==> src/rtl/div_sign_ctrl.sv <==
// Sign front-end/back-end wrapper around an unsigned SRT2 divider core (RV32IM DIV/DIVU/REM/REMU).
// Latency: special cases (x/0, MIN/-1) respond 1 cycle after accept; otherwise core latency + 3 cycles.
// Backpressure: one request in flight; in_ready only in IDLE; result/out_tag held while out_ready is low.
module div_sign_ctrl #(
  parameter int N    = 32,
  parameter int TAGW = 5
) (
  input  logic            clk,
  input  logic            rst,
  input  logic            in_valid,
  output logic            in_ready,
  input  logic [1:0]      op,
  input  logic [N-1:0]    rs1,
  input  logic [N-1:0]    rs2,
  input  logic [TAGW-1:0] in_tag,
  output logic            out_valid,
  input  logic            out_ready,
  output logic [N-1:0]    result,
  output logic [TAGW-1:0] out_tag,
  output logic            core_start,
  output logic [N-1:0]    core_numerator,
  output logic [N-1:0]    core_denominator,
  input  logic [N-1:0]    core_quotient,
  input  logic [N-1:0]    core_remainder,
  input  logic            core_done
);

  typedef enum logic [2:0] {
    S_IDLE,
    S_LAUNCH,
    S_WAIT,
    S_FIX,
    S_RESP
  } state_t;

  localparam logic [N-1:0] ALL_ONES = {N{1'b1}};
  localparam logic [N-1:0] MIN_NEG  = {1'b1, {(N-1){1'b0}}};

  state_t          state_q, state_d;
  logic            is_rem_q, is_rem_d;
  logic            neg_quo_q, neg_quo_d;
  logic            neg_rem_q, neg_rem_d;
  logic [TAGW-1:0] tag_q, tag_d;
  logic [N-1:0]    num_q, num_d;
  logic [N-1:0]    den_q, den_d;
  logic [N-1:0]    core_res_q, core_res_d;
  logic [N-1:0]    result_q, result_d;

  // Operand decode for the request presented this cycle.
  logic         op_signed;
  logic         op_rem;
  logic         rs1_neg;
  logic         rs2_neg;
  logic [N-1:0] rs1_mag;
  logic [N-1:0] rs2_mag;
  logic         fix_neg;

  // Signed operands are folded to magnitudes; -MIN wraps back to MIN, which the core treats as 2^(N-1).
  always_comb begin
    op_signed = ~op[0];
    op_rem    = op[1];
    rs1_neg   = op_signed & rs1[N-1];
    rs2_neg   = op_signed & rs2[N-1];
    rs1_mag   = rs1_neg ? (N'(0) - rs1) : rs1;
    rs2_mag   = rs2_neg ? (N'(0) - rs2) : rs2;
    fix_neg   = is_rem_q ? neg_rem_q : neg_quo_q;
  end

  // Next-state and datapath: special cases resolved at accept, everything else goes through the core.
  always_comb begin
    state_d    = state_q;
    is_rem_d   = is_rem_q;
    neg_quo_d  = neg_quo_q;
    neg_rem_d  = neg_rem_q;
    tag_d      = tag_q;
    num_d      = num_q;
    den_d      = den_q;
    core_res_d = core_res_q;
    result_d   = result_q;
    case (state_q)
      S_IDLE: begin
        if (in_valid) begin
          is_rem_d  = op_rem;
          neg_quo_d = rs1_neg ^ rs2_neg;
          neg_rem_d = rs1_neg;
          tag_d     = in_tag;
          num_d     = rs1_mag;
          den_d     = rs2_mag;
          if (rs2 == '0) begin
            result_d = op_rem ? rs1 : ALL_ONES;
            state_d  = S_RESP;
          end else if (op_signed && (rs1 == MIN_NEG) && (rs2 == ALL_ONES)) begin
            result_d = op_rem ? '0 : MIN_NEG;
            state_d  = S_RESP;
          end else begin
            state_d  = S_LAUNCH;
          end
        end
      end
      S_LAUNCH: begin
        state_d = S_WAIT;
      end
      S_WAIT: begin
        // Only the half of the core result we will return is kept.
        if (core_done) begin
          core_res_d = is_rem_q ? core_remainder : core_quotient;
          state_d    = S_FIX;
        end
      end
      S_FIX: begin
        result_d = fix_neg ? (N'(0) - core_res_q) : core_res_q;
        state_d  = S_RESP;
      end
      S_RESP: begin
        if (out_ready) begin
          state_d = S_IDLE;
        end
      end
      default: begin
        state_d = S_IDLE;
      end
    endcase
  end

  // State and datapath registers; reset aborts any request in flight.
  always_ff @(posedge clk or posedge rst) begin
    if (rst) begin
      state_q    <= S_IDLE;
      is_rem_q   <= 1'b0;
      neg_quo_q  <= 1'b0;
      neg_rem_q  <= 1'b0;
      tag_q      <= '0;
      num_q      <= '0;
      den_q      <= '0;
      core_res_q <= '0;
      result_q   <= '0;
    end else begin
      state_q    <= state_d;
      is_rem_q   <= is_rem_d;
      neg_quo_q  <= neg_quo_d;
      neg_rem_q  <= neg_rem_d;
      tag_q      <= tag_d;
      num_q      <= num_d;
      den_q      <= den_d;
      core_res_q <= core_res_d;
      result_q   <= result_d;
    end
  end

  // Handshake and launch strobes decode straight from the state register.
  always_comb begin
    in_ready         = (state_q == S_IDLE);
    out_valid        = (state_q == S_RESP);
    core_start       = (state_q == S_LAUNCH);
    result           = result_q;
    out_tag          = tag_q;
    core_numerator   = num_q;
    core_denominator = den_q;
  end

endmodule

==> config.mk <==
export PLATFORM = sky130hd
export DESIGN_NAME = div_sign_ctrl
export DESIGN_NICKNAME = d
export VERILOG_FILES = /design/src/rtl/div_sign_ctrl.sv
export SDC_FILE = /design/constraint.sdc
export NUM_CORES = 1
export LEC_CHECK = 0
export BUFFER_PORTS_ARGS = -buffer_cell sky130_fd_sc_hd__buf_2
export CORE_MARGIN = 2
export CORE_UTILIZATION = 30
export DETAILED_ROUTE_END_ITERATION = 8
export PLACE_DENSITY = 0.62
export SLEW_MARGIN = 10
export SYNTH_ARGS = -nofsm -noshare
export SYNTH_HDL_FRONTEND = slang
export SYNTH_SLANG_ARGS = --single-unit
export TNS_END_PERCENT = 100
==> constraint.sdc <==
create_clock -name clk -period 11.3 [get_ports clk]
set_clock_uncertainty 0.15 [all_clocks]
set_input_delay 0.565 -clock clk [delete_from_list [all_inputs] [get_ports clk]]
set_output_delay 0.565 -clock clk [all_outputs]
set_load 0.005 [all_outputs]
==> results by group <==
Outcome
  • Status: finished clean

Timing
  • Setup_tns: 0 ns
  • Worst hold slack: 0.04206 ns
  • Final slew viol count: 0
  • Final cycle utilization of the critical path: 0.3146
  • Worst rel slew slack: 0.2886
  • Worst-margin pin slew: 1.065 ns
  • Highest Clock Rate: 281.3 MHz
  • Setup-failing EPs final: 0
  • RSZ-0062 raised after global routing: no
  • Period minus WS final: 3.555 ns
  • Fin. Hold Viols: 0

Place
  • Post-DP HPWL: 19550 microns
  • Routability cong.: 0.9072
  • I/O Buffers: 243

Route
  • Routed WL: 25690 microns
  • First DRT Iteration DRCs: 448
  • Via-to-Cell Ratio: 4.982
  • Post-route DRC: 0
  • Avg WL per Cell: 17.58 microns
  • Routed vias: 7279
  • Number of iterations in the first detailed-routing pass: 4
  • Routed Antenna Nets: 0

Setup path
  • Critical Path RT: 11.45 ns
  • Setup crit start kind: primary input
  • Reg2reg start: state_q[0]
  • Crit path DAT: 3.71 ns
  • CP Class: in2reg
  • R2R Setup Slk: 8.07 ns
  • Setup crit start: rs1[5]
  • Worst-path maximum fanout: 33
  • CP Capture Type: flip-flop

Synth
  • Unique masters post-synth: 58
  • Syn nets: 1035
  • Synth Instances: 891
  • Sequential share of the synthesized area: 0.4293
  • Number of synthesized register bits: 139
  • Average size of a mapped cell: 9.093 sq um
  • Mapped cell area: 8102 sq um
  • Ys flop type: dfrtp_1
  • Number of flops mapped to enable cells by yosys: 0
  • Synth warn: 0
  • Async set-reset flop share out of synthesis: 1.000

Floorplanning
  • Num ports: 244
  • CORE AREA: 26730 sq um
  • Die width: 168.3 microns
  • Std-Cell Rows: 60
  • Die Y: 168.3 microns
  • DIE AREA: 28340 sq um
  • Starting density of the core: 0.3031

Finish
  • Nets: 1251
  • Diode count: 0
  • Share of layout cells above drive strength 1: 0.2830
  • Syn-to-layout area delta: 26.50%
  • Number of fillers in the final layout: 2754

GRT
  • Number of global-route vias before repair: 7028
  • Global route overflow: 0
  • Largest net degree at the start of global routing: 77
  • First-pass GRT wire length: 39810 microns
  • Initial antenna violation count: 0
  • GRT Util Overall: 0.1804

Clock tree
  • CTS tree: yes
  • Hold buffers post-CTS: 0
  • CTS root buf: clkbuf_16
  • Clk slew on worst S/H paths: 0.07 ns
  • CTS Buffer Depth: 2
  • Clk_lat worst skew: 0.43 ns
  • Post_cts resized: 0
  • H-tree depth: 4
  • CTS buffer count: 17
  • Clock sinks: 139
  • Setup bufs post-CTS: 0

Power and ir drop
  • IR drop worst, VDD: 0.1446 mV
  • Leakage power: 4.673 nW
  • PD cells: 245.3 nW/um^2

Job
  • Maxcap violations: 0

Min path
  • Worst hold path type: in2async
[metal layers]
metal,vias to the layer above,GRT usage,part of all wire
li1,3595,-,-
met1,3427,0.2379,0.45
met2,236,0.2949,0.47
met3,21,0.05078,0.070
met4,0,0.04048,0.011
met5,-,0,0
[cell type report]
class                      count  area [sq um]  share of cell area
clock buffer                  19         442.9             0.04322
clock inverter                13         214.0             0.02088
inverter                      17         68.82            0.006715
multi-input combinational    681          4340              0.4235
sequential                   139          3480              0.3395
tap                          341         426.7             0.04163
timing repair buffer         251          1276              0.1245
[synthesized netlist by cell type, types with 4 or more instances]
master | count | area [sq um]
mux2i_1 | 34 | 340.3
o22ai_1 | 15 | 93.84
a21oi_1 | 54 | 270.3
nor2_1 | 87 | 326.6
xor2_1 | 43 | 376.6
or3_1 | 10 | 62.56
ha_1 | 4 | 50.05
mux2_2 | 10 | 112.6
xnor2_1 | 43 | 376.6
nand4_1 | 12 | 75.07
or4_1 | 8 | 60.06
nor3_1 | 18 | 90.09
o211ai_1 | 12 | 90.09
nand2_1 | 101 | 379.1
nand2b_1 | 5 | 31.28
buf_6 | 4 | 45.04
nor4_1 | 13 | 81.33
clkbuf_1 | 44 | 165.2
o21ai_0 | 89 | 445.4
nand3_1 | 5 | 25.02
o21ai_1 | 8 | 40.04
dfrtp_1 | 139 | 3478
o41ai_1 | 9 | 78.83
and3_1 | 4 | 25.02
inv_1 | 17 | 63.81
a31oi_1 | 17 | 106.4
buf_2 | 4 | 20.02
nor2b_1 | 4 | 25.02
nor3b_1 | 5 | 37.54
mux2_1 | 17 | 191.4
o31ai_1 | 11 | 82.58
[worst paths after layout]
check,cells after the start,end
worst min register to register,2,out_tag[1]
worst min-delay path,2,core_denominator[21]
min in group clk,3,out_tag[3]
worst max-delay path,7,result[21]
worst max register to register,4,result[21]
max in group asynchronous,3,result[21]
[registers in the layout, summed over array words and instances (netlist names)]
signal / count
core_denominator: 32
core_numerator: 32
core_res_q: 32
result: 32
out_tag: 5
state_q: 3
is_rem_q: 1
neg_quo_q: 1
neg_rem_q: 1
[per-stage QoR]
step / std cells / utilization / power, W / area [sq um] / setup slack (ns)
after floorplan: 891 / - / 0.001497 / 8102 / 6.860
after global placement: 1429 / 0.3589 / 0.001882 / 9592 / 7.386
after global routing: 1461 / 0.3835 / 0.002715 / 10250 / 7.630
after detailed placement: 1429 / 0.3589 / 0.001906 / 9592 / 7.346
final: 1461 / 0.3835 / 0.002514 / 10250 / 7.745
after CTS: 1461 / 0.3835 / 0.002547 / 10250 / 7.786
[worst max-delay path, cell delays in order]
cell,delay (ns)
buf_2,0.12
nor4_1,0.70
and4b_1,0.35
nand4_1,0.27
nor3_2,0.45
a2bb2oi_4,0.80
mux2_2,0.42
[power breakdown]
| group | internal [W] | switching, W | total, W | leakage (nW) |
|---|---|---|---|---|
| sequential | 0.000731 | 0.000208 | 0.000939 | 1.72 |
| combinational | 0.000431 | 0.000511 | 0.000942 | 2.64 |
| clock | 0.000400 | 0.000232 | 0.000633 | 0.315 |
| total | 0.00156 | 0.000951 | 0.00251 | 4.67 |
[placed cells by master, fill, tap and decap left out, types with 17 or more instances in the layout]
cell type | netlist | layout
a21oi_1 | 54 | 54
a31oi_1 | 17 | 17
buf_2 | 4 | 243
clkbuf_16 | 0 | 17
dfrtp_1 | 139 | 138
mux2_1 | 17 | 17
mux2i_1 | 34 | 33
nand2_1 | 101 | 100
nor2_1 | 87 | 86
nor3_1 | 18 | 18
o21ai_0 | 89 | 89
xnor2_1 | 43 | 43
xor2_1 | 43 | 43
[kinds of logic after synthesis]
family | count (synthesis) | synth area share
buf+inv | 71 | 0.03722
simple gates | 296 | 0.1793
compound gates | 233 | 0.1736
fa+ha+maj | 4 | 0.006178
mux | 62 | 0.08139
flops | 139 | 0.4293
xor+xnor | 86 | 0.09297
No activity file was read; power rests on OpenSTA's default activity.
